$ cat src/rtl/scr1_wb_pkg.sv
// scr1_wb_pkg: shared types for the write-back arbiter (load FSM states, skid entry)
package scr1_wb_pkg;
  localparam int WB_ADDR_W = 5;
  localparam int WB_XLEN = 32;
  typedef enum logic {WB_IDLE, WB_PEND} wb_ld_state_e;
  typedef struct packed {
    logic vd;
    logic [WB_ADDR_W-1:0] addr;
    logic [WB_XLEN-1:0] data;
  } wb_skid_t;
endpackage

$ cat src/rtl/scr1_pipe_wb_arb_if.sv
// scr1_pipe_wb_arb_if: EXU/LSU/MPRF signals around the write-back arbiter
interface scr1_pipe_wb_arb_if #(parameter int ADDR_W = 5, parameter int XLEN = 32);
  logic exu2wb_req;
  logic [ADDR_W-1:0] exu2wb_rd_addr;
  logic [XLEN-1:0] exu2wb_rd_data;
  logic wb2exu_rdy;
  logic exu2wb_ld_issue;
  logic [ADDR_W-1:0] exu2wb_ld_rd_addr;
  logic lsu2wb_ld_vd;
  logic lsu2wb_ld_err;
  logic [XLEN-1:0] lsu2wb_ld_data;
  logic [ADDR_W-1:0] exu2wb_rs1_addr;
  logic [ADDR_W-1:0] exu2wb_rs2_addr;
  logic [ADDR_W-1:0] exu2wb_chk_rd_addr;
  logic wb2exu_rs1_hzd;
  logic wb2exu_rs2_hzd;
  logic wb2exu_rd_hzd;
  logic wb2exu_ld_busy;
  logic wb2mprf_w_req;
  logic [ADDR_W-1:0] wb2mprf_rd_addr;
  logic [XLEN-1:0] wb2mprf_rd_data;
  modport slave (
    input exu2wb_req, exu2wb_rd_addr, exu2wb_rd_data, exu2wb_ld_issue, exu2wb_ld_rd_addr,
          lsu2wb_ld_vd, lsu2wb_ld_err, lsu2wb_ld_data,
          exu2wb_rs1_addr, exu2wb_rs2_addr, exu2wb_chk_rd_addr,
    output wb2exu_rdy, wb2exu_rs1_hzd, wb2exu_rs2_hzd, wb2exu_rd_hzd, wb2exu_ld_busy,
           wb2mprf_w_req, wb2mprf_rd_addr, wb2mprf_rd_data
  );
  modport master (
    output exu2wb_req, exu2wb_rd_addr, exu2wb_rd_data, exu2wb_ld_issue, exu2wb_ld_rd_addr,
           lsu2wb_ld_vd, lsu2wb_ld_err, lsu2wb_ld_data,
           exu2wb_rs1_addr, exu2wb_rs2_addr, exu2wb_chk_rd_addr,
    input wb2exu_rdy, wb2exu_rs1_hzd, wb2exu_rs2_hzd, wb2exu_rd_hzd, wb2exu_ld_busy,
          wb2mprf_w_req, wb2mprf_rd_addr, wb2mprf_rd_data
  );
endinterface

$ cat src/rtl/scr1_pipe_wb_skid.sv
// scr1_pipe_wb_skid: one-entry holding register for an EXU write displaced by a load write
module scr1_pipe_wb_skid import scr1_wb_pkg::*; #(
  parameter int ADDR_W = 5,
  parameter int XLEN = 32
) (
  input  logic clk,
  input  logic rst,
  input  logic load,
  input  logic drain,
  input  logic [ADDR_W-1:0] addr,
  input  logic [XLEN-1:0] data,
  output wb_skid_t ent
);
  always_ff @(posedge clk or posedge rst)
    if (rst) ent <= '0;
    else if (load) ent <= '{vd: 1'b1, addr: WB_ADDR_W'(addr), data: WB_XLEN'(data)};
    else if (drain) ent <= '0;
endmodule

$ cat src/rtl/scr1_pipe_wb_arb.sv
// scr1_pipe_wb_arb: shares the MPRF write port between load response, skid entry and EXU
module scr1_pipe_wb_arb import scr1_wb_pkg::*; #(
  parameter int ADDR_W = 5,
  parameter int XLEN = 32
) (
  input logic clk,
  input logic rst,
  scr1_pipe_wb_arb_if.slave wb
);
  wb_ld_state_e state;
  logic [ADDR_W-1:0] ld_rd;
  wb_skid_t skid;
  logic [ADDR_W-1:0] skid_rd;
  logic [XLEN-1:0] skid_data;
  logic pend, ld_wr, exu_wr, skid_ld, skid_dr;
  function automatic logic hzd(input logic [ADDR_W-1:0] a, r, s, input logic p, v);
    return (|a) & ((p & (a == r)) | (v & (a == s)));
  endfunction
  assign skid_rd = ADDR_W'(skid.addr);
  assign skid_data = XLEN'(skid.data);
  assign pend = state == WB_PEND;
  assign ld_wr = pend & wb.lsu2wb_ld_vd & ~wb.lsu2wb_ld_err & (|ld_rd);
  assign exu_wr = wb.exu2wb_req & ~skid.vd & (|wb.exu2wb_rd_addr);
  assign skid_ld = exu_wr & ld_wr;
  assign skid_dr = skid.vd & ~ld_wr;
  assign wb.wb2exu_rdy = ~skid.vd;
  assign wb.wb2exu_ld_busy = pend;
  assign wb.wb2mprf_w_req = ld_wr | skid.vd | exu_wr;
  assign wb.wb2mprf_rd_addr = ld_wr ? ld_rd : skid.vd ? skid_rd : exu_wr ? wb.exu2wb_rd_addr : '0;
  assign wb.wb2mprf_rd_data = ld_wr ? wb.lsu2wb_ld_data : skid.vd ? skid_data : exu_wr ? wb.exu2wb_rd_data : '0;
  assign wb.wb2exu_rs1_hzd = hzd(wb.exu2wb_rs1_addr, ld_rd, skid_rd, pend, skid.vd);
  assign wb.wb2exu_rs2_hzd = hzd(wb.exu2wb_rs2_addr, ld_rd, skid_rd, pend, skid.vd);
  assign wb.wb2exu_rd_hzd = hzd(wb.exu2wb_chk_rd_addr, ld_rd, skid_rd, pend, skid.vd);
  scr1_pipe_wb_skid #(.ADDR_W(ADDR_W), .XLEN(XLEN)) u_skid (
    .clk(clk),
    .rst(rst),
    .load(skid_ld),
    .drain(skid_dr),
    .addr(wb.exu2wb_rd_addr),
    .data(wb.exu2wb_rd_data),
    .ent(skid)
  );
  // a response retiring in the same cycle as a new issue keeps the FSM pending on the new rd
  always_ff @(posedge clk or posedge rst)
    if (rst) begin
      state <= WB_IDLE;
      ld_rd <= '0;
    end else if (wb.exu2wb_ld_issue & (~pend | wb.lsu2wb_ld_vd)) begin
      state <= WB_PEND;
      ld_rd <= wb.exu2wb_ld_rd_addr;
    end else if (pend & wb.lsu2wb_ld_vd) begin
      state <= WB_IDLE;
      ld_rd <= '0;
    end
  ld_issue_while_pend: assert property (@(posedge clk) disable iff (rst)
    !(pend && wb.exu2wb_ld_issue && !wb.lsu2wb_ld_vd))
    else $warning("load issued while another load is pending");
  ld_vd_while_idle: assert property (@(posedge clk) disable iff (rst)
    !(!pend && wb.lsu2wb_ld_vd))
    else $warning("load response with no load pending");
endmodule

$ cat src/flat_wrapper.sv
// flat-port wrapper written by rule: the top's interface ports become plain ports
module scr1_pipe_wb_arb_flat import scr1_wb_pkg::*;
#(
  parameter int ADDR_W = 5,
  parameter int XLEN = 32
)
  (clk, rst, wb_exu2wb_req, wb_exu2wb_rd_addr, wb_exu2wb_rd_data, wb_exu2wb_ld_issue, wb_exu2wb_ld_rd_addr, wb_lsu2wb_ld_vd, wb_lsu2wb_ld_err, wb_lsu2wb_ld_data, wb_exu2wb_rs1_addr, wb_exu2wb_rs2_addr, wb_exu2wb_chk_rd_addr, wb_wb2exu_rdy, wb_wb2exu_rs1_hzd, wb_wb2exu_rs2_hzd, wb_wb2exu_rd_hzd, wb_wb2exu_ld_busy, wb_wb2mprf_w_req, wb_wb2mprf_rd_addr, wb_wb2mprf_rd_data);
  scr1_pipe_wb_arb_if #(.ADDR_W(ADDR_W), .XLEN(XLEN)) wb_i ();
  input logic clk;
  input logic rst;
  input wire logic [$bits(wb_i.exu2wb_req)-1:0] wb_exu2wb_req;
  input wire logic [$bits(wb_i.exu2wb_rd_addr)-1:0] wb_exu2wb_rd_addr;
  input wire logic [$bits(wb_i.exu2wb_rd_data)-1:0] wb_exu2wb_rd_data;
  input wire logic [$bits(wb_i.exu2wb_ld_issue)-1:0] wb_exu2wb_ld_issue;
  input wire logic [$bits(wb_i.exu2wb_ld_rd_addr)-1:0] wb_exu2wb_ld_rd_addr;
  input wire logic [$bits(wb_i.lsu2wb_ld_vd)-1:0] wb_lsu2wb_ld_vd;
  input wire logic [$bits(wb_i.lsu2wb_ld_err)-1:0] wb_lsu2wb_ld_err;
  input wire logic [$bits(wb_i.lsu2wb_ld_data)-1:0] wb_lsu2wb_ld_data;
  input wire logic [$bits(wb_i.exu2wb_rs1_addr)-1:0] wb_exu2wb_rs1_addr;
  input wire logic [$bits(wb_i.exu2wb_rs2_addr)-1:0] wb_exu2wb_rs2_addr;
  input wire logic [$bits(wb_i.exu2wb_chk_rd_addr)-1:0] wb_exu2wb_chk_rd_addr;
  output wire logic [$bits(wb_i.wb2exu_rdy)-1:0] wb_wb2exu_rdy;
  output wire logic [$bits(wb_i.wb2exu_rs1_hzd)-1:0] wb_wb2exu_rs1_hzd;
  output wire logic [$bits(wb_i.wb2exu_rs2_hzd)-1:0] wb_wb2exu_rs2_hzd;
  output wire logic [$bits(wb_i.wb2exu_rd_hzd)-1:0] wb_wb2exu_rd_hzd;
  output wire logic [$bits(wb_i.wb2exu_ld_busy)-1:0] wb_wb2exu_ld_busy;
  output wire logic [$bits(wb_i.wb2mprf_w_req)-1:0] wb_wb2mprf_w_req;
  output wire logic [$bits(wb_i.wb2mprf_rd_addr)-1:0] wb_wb2mprf_rd_addr;
  output wire logic [$bits(wb_i.wb2mprf_rd_data)-1:0] wb_wb2mprf_rd_data;
  assign wb_i.exu2wb_req = wb_exu2wb_req;
  assign wb_i.exu2wb_rd_addr = wb_exu2wb_rd_addr;
  assign wb_i.exu2wb_rd_data = wb_exu2wb_rd_data;
  assign wb_i.exu2wb_ld_issue = wb_exu2wb_ld_issue;
  assign wb_i.exu2wb_ld_rd_addr = wb_exu2wb_ld_rd_addr;
  assign wb_i.lsu2wb_ld_vd = wb_lsu2wb_ld_vd;
  assign wb_i.lsu2wb_ld_err = wb_lsu2wb_ld_err;
  assign wb_i.lsu2wb_ld_data = wb_lsu2wb_ld_data;
  assign wb_i.exu2wb_rs1_addr = wb_exu2wb_rs1_addr;
  assign wb_i.exu2wb_rs2_addr = wb_exu2wb_rs2_addr;
  assign wb_i.exu2wb_chk_rd_addr = wb_exu2wb_chk_rd_addr;
  assign wb_wb2exu_rdy = wb_i.wb2exu_rdy;
  assign wb_wb2exu_rs1_hzd = wb_i.wb2exu_rs1_hzd;
  assign wb_wb2exu_rs2_hzd = wb_i.wb2exu_rs2_hzd;
  assign wb_wb2exu_rd_hzd = wb_i.wb2exu_rd_hzd;
  assign wb_wb2exu_ld_busy = wb_i.wb2exu_ld_busy;
  assign wb_wb2mprf_w_req = wb_i.wb2mprf_w_req;
  assign wb_wb2mprf_rd_addr = wb_i.wb2mprf_rd_addr;
  assign wb_wb2mprf_rd_data = wb_i.wb2mprf_rd_data;
  scr1_pipe_wb_arb #(.ADDR_W(ADDR_W), .XLEN(XLEN)) u_core (.clk(clk), .rst(rst), .wb(wb_i));
endmodule
$ cat config.mk
export PLATFORM = sky130hd
export DESIGN_NAME = scr1_pipe_wb_arb_flat
export DESIGN_NICKNAME = d
export VERILOG_FILES = /design/src/rtl/scr1_wb_pkg.sv /design/src/rtl/scr1_pipe_wb_arb_if.sv /design/src/rtl/scr1_pipe_wb_skid.sv /design/src/rtl/scr1_pipe_wb_arb.sv /design/src/flat_wrapper.sv
export SDC_FILE = /design/constraint.sdc
export NUM_CORES = 1
export LEC_CHECK = 0
export ABC_AREA = 0
export CORE_MARGIN = 5
export CORE_UTILIZATION = 43
export DETAILED_ROUTE_END_ITERATION = 10
export PLACE_DENSITY = 0.82
export SLEW_MARGIN = 10
export SYNTH_ARGS = -nofsm -noshare
export SYNTH_HDL_FRONTEND = slang
export SYNTH_SLANG_ARGS = --single-unit
export TNS_END_PERCENT = 10
$ cat constraint.sdc
create_clock -name clk -period 2.5 [get_ports clk]
set_input_delay 0.375 -clock clk [delete_from_list [all_inputs] [get_ports clk]]
set_output_delay 0.375 -clock clk [all_outputs]
set_load 0.02 [all_outputs]
==> impl_metrics.py <==
metrics = {
    "detailed_routing": {
        "avgRoutedWirePerCell_um": 19.2,
        "drc": 0,
        "first_pass_iters": 4,
        "final_antenna_net_count": 0,
        "routed_wl_um": 11800,
        "vias_per_cell": 5.88,
        "drt_iter0_drc": 172,
        "vias": 3620,
    },
    "pwr": {
        "swShare_pct": 33.8,
        "pwr-share-clk_pct": 21.2,
        "power_frac_comb_pct": 41.6,
        "internal_power_mw": 1.80,
        "p_sw_mw": 0.920,
        "power_density_nw_per_um2": 506,
        "p_leak_nw": 2.47,
        "vdd_drop_max_mv": 0.294,
        "power_frac_seq_pct": 37.1,
    },
    "sta": {
        "relSlewSlack_pct": 69.0,
        "rsz0062_at_grt": "true",
        "setup_tns_ps": -449,
        "fmax_mhz": 390,
        "post-route-period-util_pct": 103,
        "clock_skew_ps": 11.2,
        "finalCriticalPeriod_ps": 2560,
        "hold_violations": 0,
        "worst_slew_pin_slew_ps": 464,
        "setup_viol": 13,
        "drv_slew": 0,
        "setup_ws_ps": -64.9,
        "fin_hold_ws_ps": 343,
    },
    "placement": {
        "place_area_sq_um": 4730,
        "io_buffers": 137,
        "preCtsSetupSlack_ps": -661,
        "dp.cells": 588,
        "hpwl_um": 7570,
        "routabilityCongestion": 0.848,
    },
    "worst_hold_path": {
        "hold_path_class": "input port to async pin",
    },
    "final_layout": {
        "multiInputGateArea_sq_um": 2030,
        "seq_area_sq_um": 1100,
        "area_growth_pct": 73.5,
        "nFillCells": 514,
        "fin_nets": 611,
        "fin_area_sq_um": 5380,
        "layout-drive-gt1-share_pct": 29.6,
        "antenna_cells": 0,
        "stdcell_count": 616,
    },
    "synth": {
        "synth_fp_nets": 452,
        "ys.warnings.count": 0,
        "yosys.cell_types.count": 30,
        "ys_seq_area_share_pct": 35.5,
        "syn-cell-area_sq_um": 3100,
        "syn_inst": 357,
        "synth.ff_latch_count": 44,
        "avgSynthCellArea_sq_um": 8.69,
    },
    "setup_path": {
        "cp_slowest_stage_delay_ps": 550,
        "timing.rr.end": "u_core.u_skid.ent[29]",
        "crit_path_start_kind": "flip-flop",
        "required_ps": 2120,
        "reg2reg_depth": 8,
        "critical_path.endpoint_type": "output pin",
        "critPathSlowestCell": "or4_4",
        "arrival_ps": 2190,
        "crit_family": "buffers and inverters",
        "crit_cells": 8,
        "reg2reg_slack_ps": 240,
        "cp_num_buf_inv": 4,
        "r2r_start": "u_core.ld_rd[3]",
        "crit_type": "flip-flop to output pin",
        "critPathMostFrequentCell": "buf_12",
        "worstPathCellList": "or4_4, buf_6, o21ai_4, buf_12, buf_12, nor2_1, a21oi_1, buf_4",
        "path_max_fanout": 6,
    },
    "cts": {
        "cts_tree": "built",
        "cts_root_buffer": "clkbuf_8",
        "cts_htree_levels": 2,
        "clk_pin_slew_ps": 80,
        "clock_tree.buffer_depth": 2,
        "cts_sinks": 44,
        "clk_latency_ps": 300,
        "numCtsBuffers": 5,
    },
    "floorplan": {
        "die-height_um": 95.0,
        "coreArea_sq_um": 7140,
        "die_x_um": 95.0,
        "initial_utilization_pct": 43.5,
        "ioPinCount": 138,
        "die-area_sq_um": 9020,
        "row_count": 31,
    },
    "grt": {
        "antenna_found_initial": 0,
        "overflow": 0,
        "grt_pass1_wl_um": 17300,
        "grt_max_degree": 28,
        "grt_pass1_vias": 3649,
        "grtUsageTotal_pct": 23.9,
    },
    "outcome": {
        "violations": "negative setup slack",
        "status": "complete, but fails checks",
    },
    "run": {
        "maxCapViolCount": 0,
    },
}
-- Yosys cell counts, drive strengths merged --
master	number	share of area [%]
a32oi	5	1.4
and3b	1	0.28
inv	4	0.48
or4	5	1.3
or2	1	0.20
buf	26	5.4
a22oi	4	0.97
nor2	72	8.7
mux2i	5	1.6
xor2	24	6.8
o21ai	10	2.0
xnor2	6	1.7
nand3	6	0.97
nor2b	2	0.40
a221oi	32	9.0
a21oi	6	0.97
nand2	6	0.81
clkbuf	17	2.1
o32ai	2	0.56
dfrtp	44	35
nor4	6	1.2
and3	36	7.3
a31o	35	9.9
o21a	2	0.48
-- stage by stage --
stage                     util [%]  power, mW
after global placement        66.3       1.94
after CTS                     71.4       2.60
after detailed placement      66.3       1.97
after floorplan                  -       1.50
after global routing          75.4       2.85
final                         75.4       2.72
-- worst max path at each step --
| stage | startpoint | end | slack (ps) |
|---|---|---|---|
| 2_1_floorplan | u_core.ld_rd[0] | wb_wb2mprf_rd_addr[2] | 120 |
| 4_1_cts | wb_exu2wb_rd_addr[0] | wb_wb2mprf_rd_data[16] | -110 |
| 5_1_grt | u_core.ld_rd[3] | wb_wb2mprf_rd_addr[1] | -110 |
| 3_3_place_gp | wb_exu2wb_rd_addr[3] | wb_wb2mprf_rd_data[22] | -600 |
| 6_report | u_core.ld_rd[3] | wb_wb2mprf_rd_addr[1] | -60 |
| 3_5_place_dp | wb_exu2wb_rd_addr[3] | wb_wb2mprf_rd_data[22] | -660 |
-- cell usage in the layout (no fill, tap or decap), types with 5 or more instances in the layout --
cell type	n
clkdlybuf4s50_1	92
buf_4	70
nor2_1	63
dfrtp_1	43
and3_1	36
a31o_1	35
a221oi_2	25
xor2_1	24
buf_12	11
o21ai_0	7
nor2_2	7
a21oi_1	6
nor4_1	6
xnor2_1	6
nand3_1	6
clkbuf_8	6
nand2_1	5
mux2i_1	5
a32oi_1	5
-- layout make-up --
type | instances | area share (%)
clock buffer | 6 | 1.53
clock inverter | 2 | 0.720
inverter | 4 | 0.279
multi-input combinational | 266 | 37.7
sequential | 44 | 20.5
tap | 99 | 2.30
timing repair buffer | 195 | 37.0
-- logic make-up after synthesis --
family	after synthesis	synth area share [%]
multiplexers	5	1.61
AO/OA/AOI/OAI	96	25.3
XOR/XNOR	30	8.47
flip-flops	44	35.5
buffers and inverters	47	7.98
AND/OR/NAND/NOR	135	21.2
-- per-layer routing --
layer,GRT usage (%),vias up,part of all wire (%)
li1,-,1648,-
met1,27.8,1790,40
met2,43.4,160,51
met3,5.66,22,7.0
met4,7.21,0,1.7
met5,0,-,0
-- flip-flops by register name (all words and copies together) (netlist names) --
name and flops:
u_core.u_skid.ent 38, u_core.wb.wb2exu_ld_busy 1, u_core.ld_rd 5
-- what timing repair did --
item | in CTS | in global routing
gates cloned | 4 | 4
pin swaps | 6 | 32
gates resized for setup | 200 | 63
setup buffers | 6 | 6
setup endpoints to repair | 41 | 39
hold buffers | 0 | 0
-- power by group through the flow --
stage	sequential (mW)	combinational [mW]	clock [mW]
6_report	1.01	1.13	0.579
5_1_grt	1.02	1.21	0.614
4_1_cts	0.997	1.03	0.580
3_5_place_dp	0.990	0.984	0
3_3_place_gp	0.983	0.958	0
2_1_floorplan	0.921	0.579	0
No activity file was read; power rests on OpenSTA's default activity.
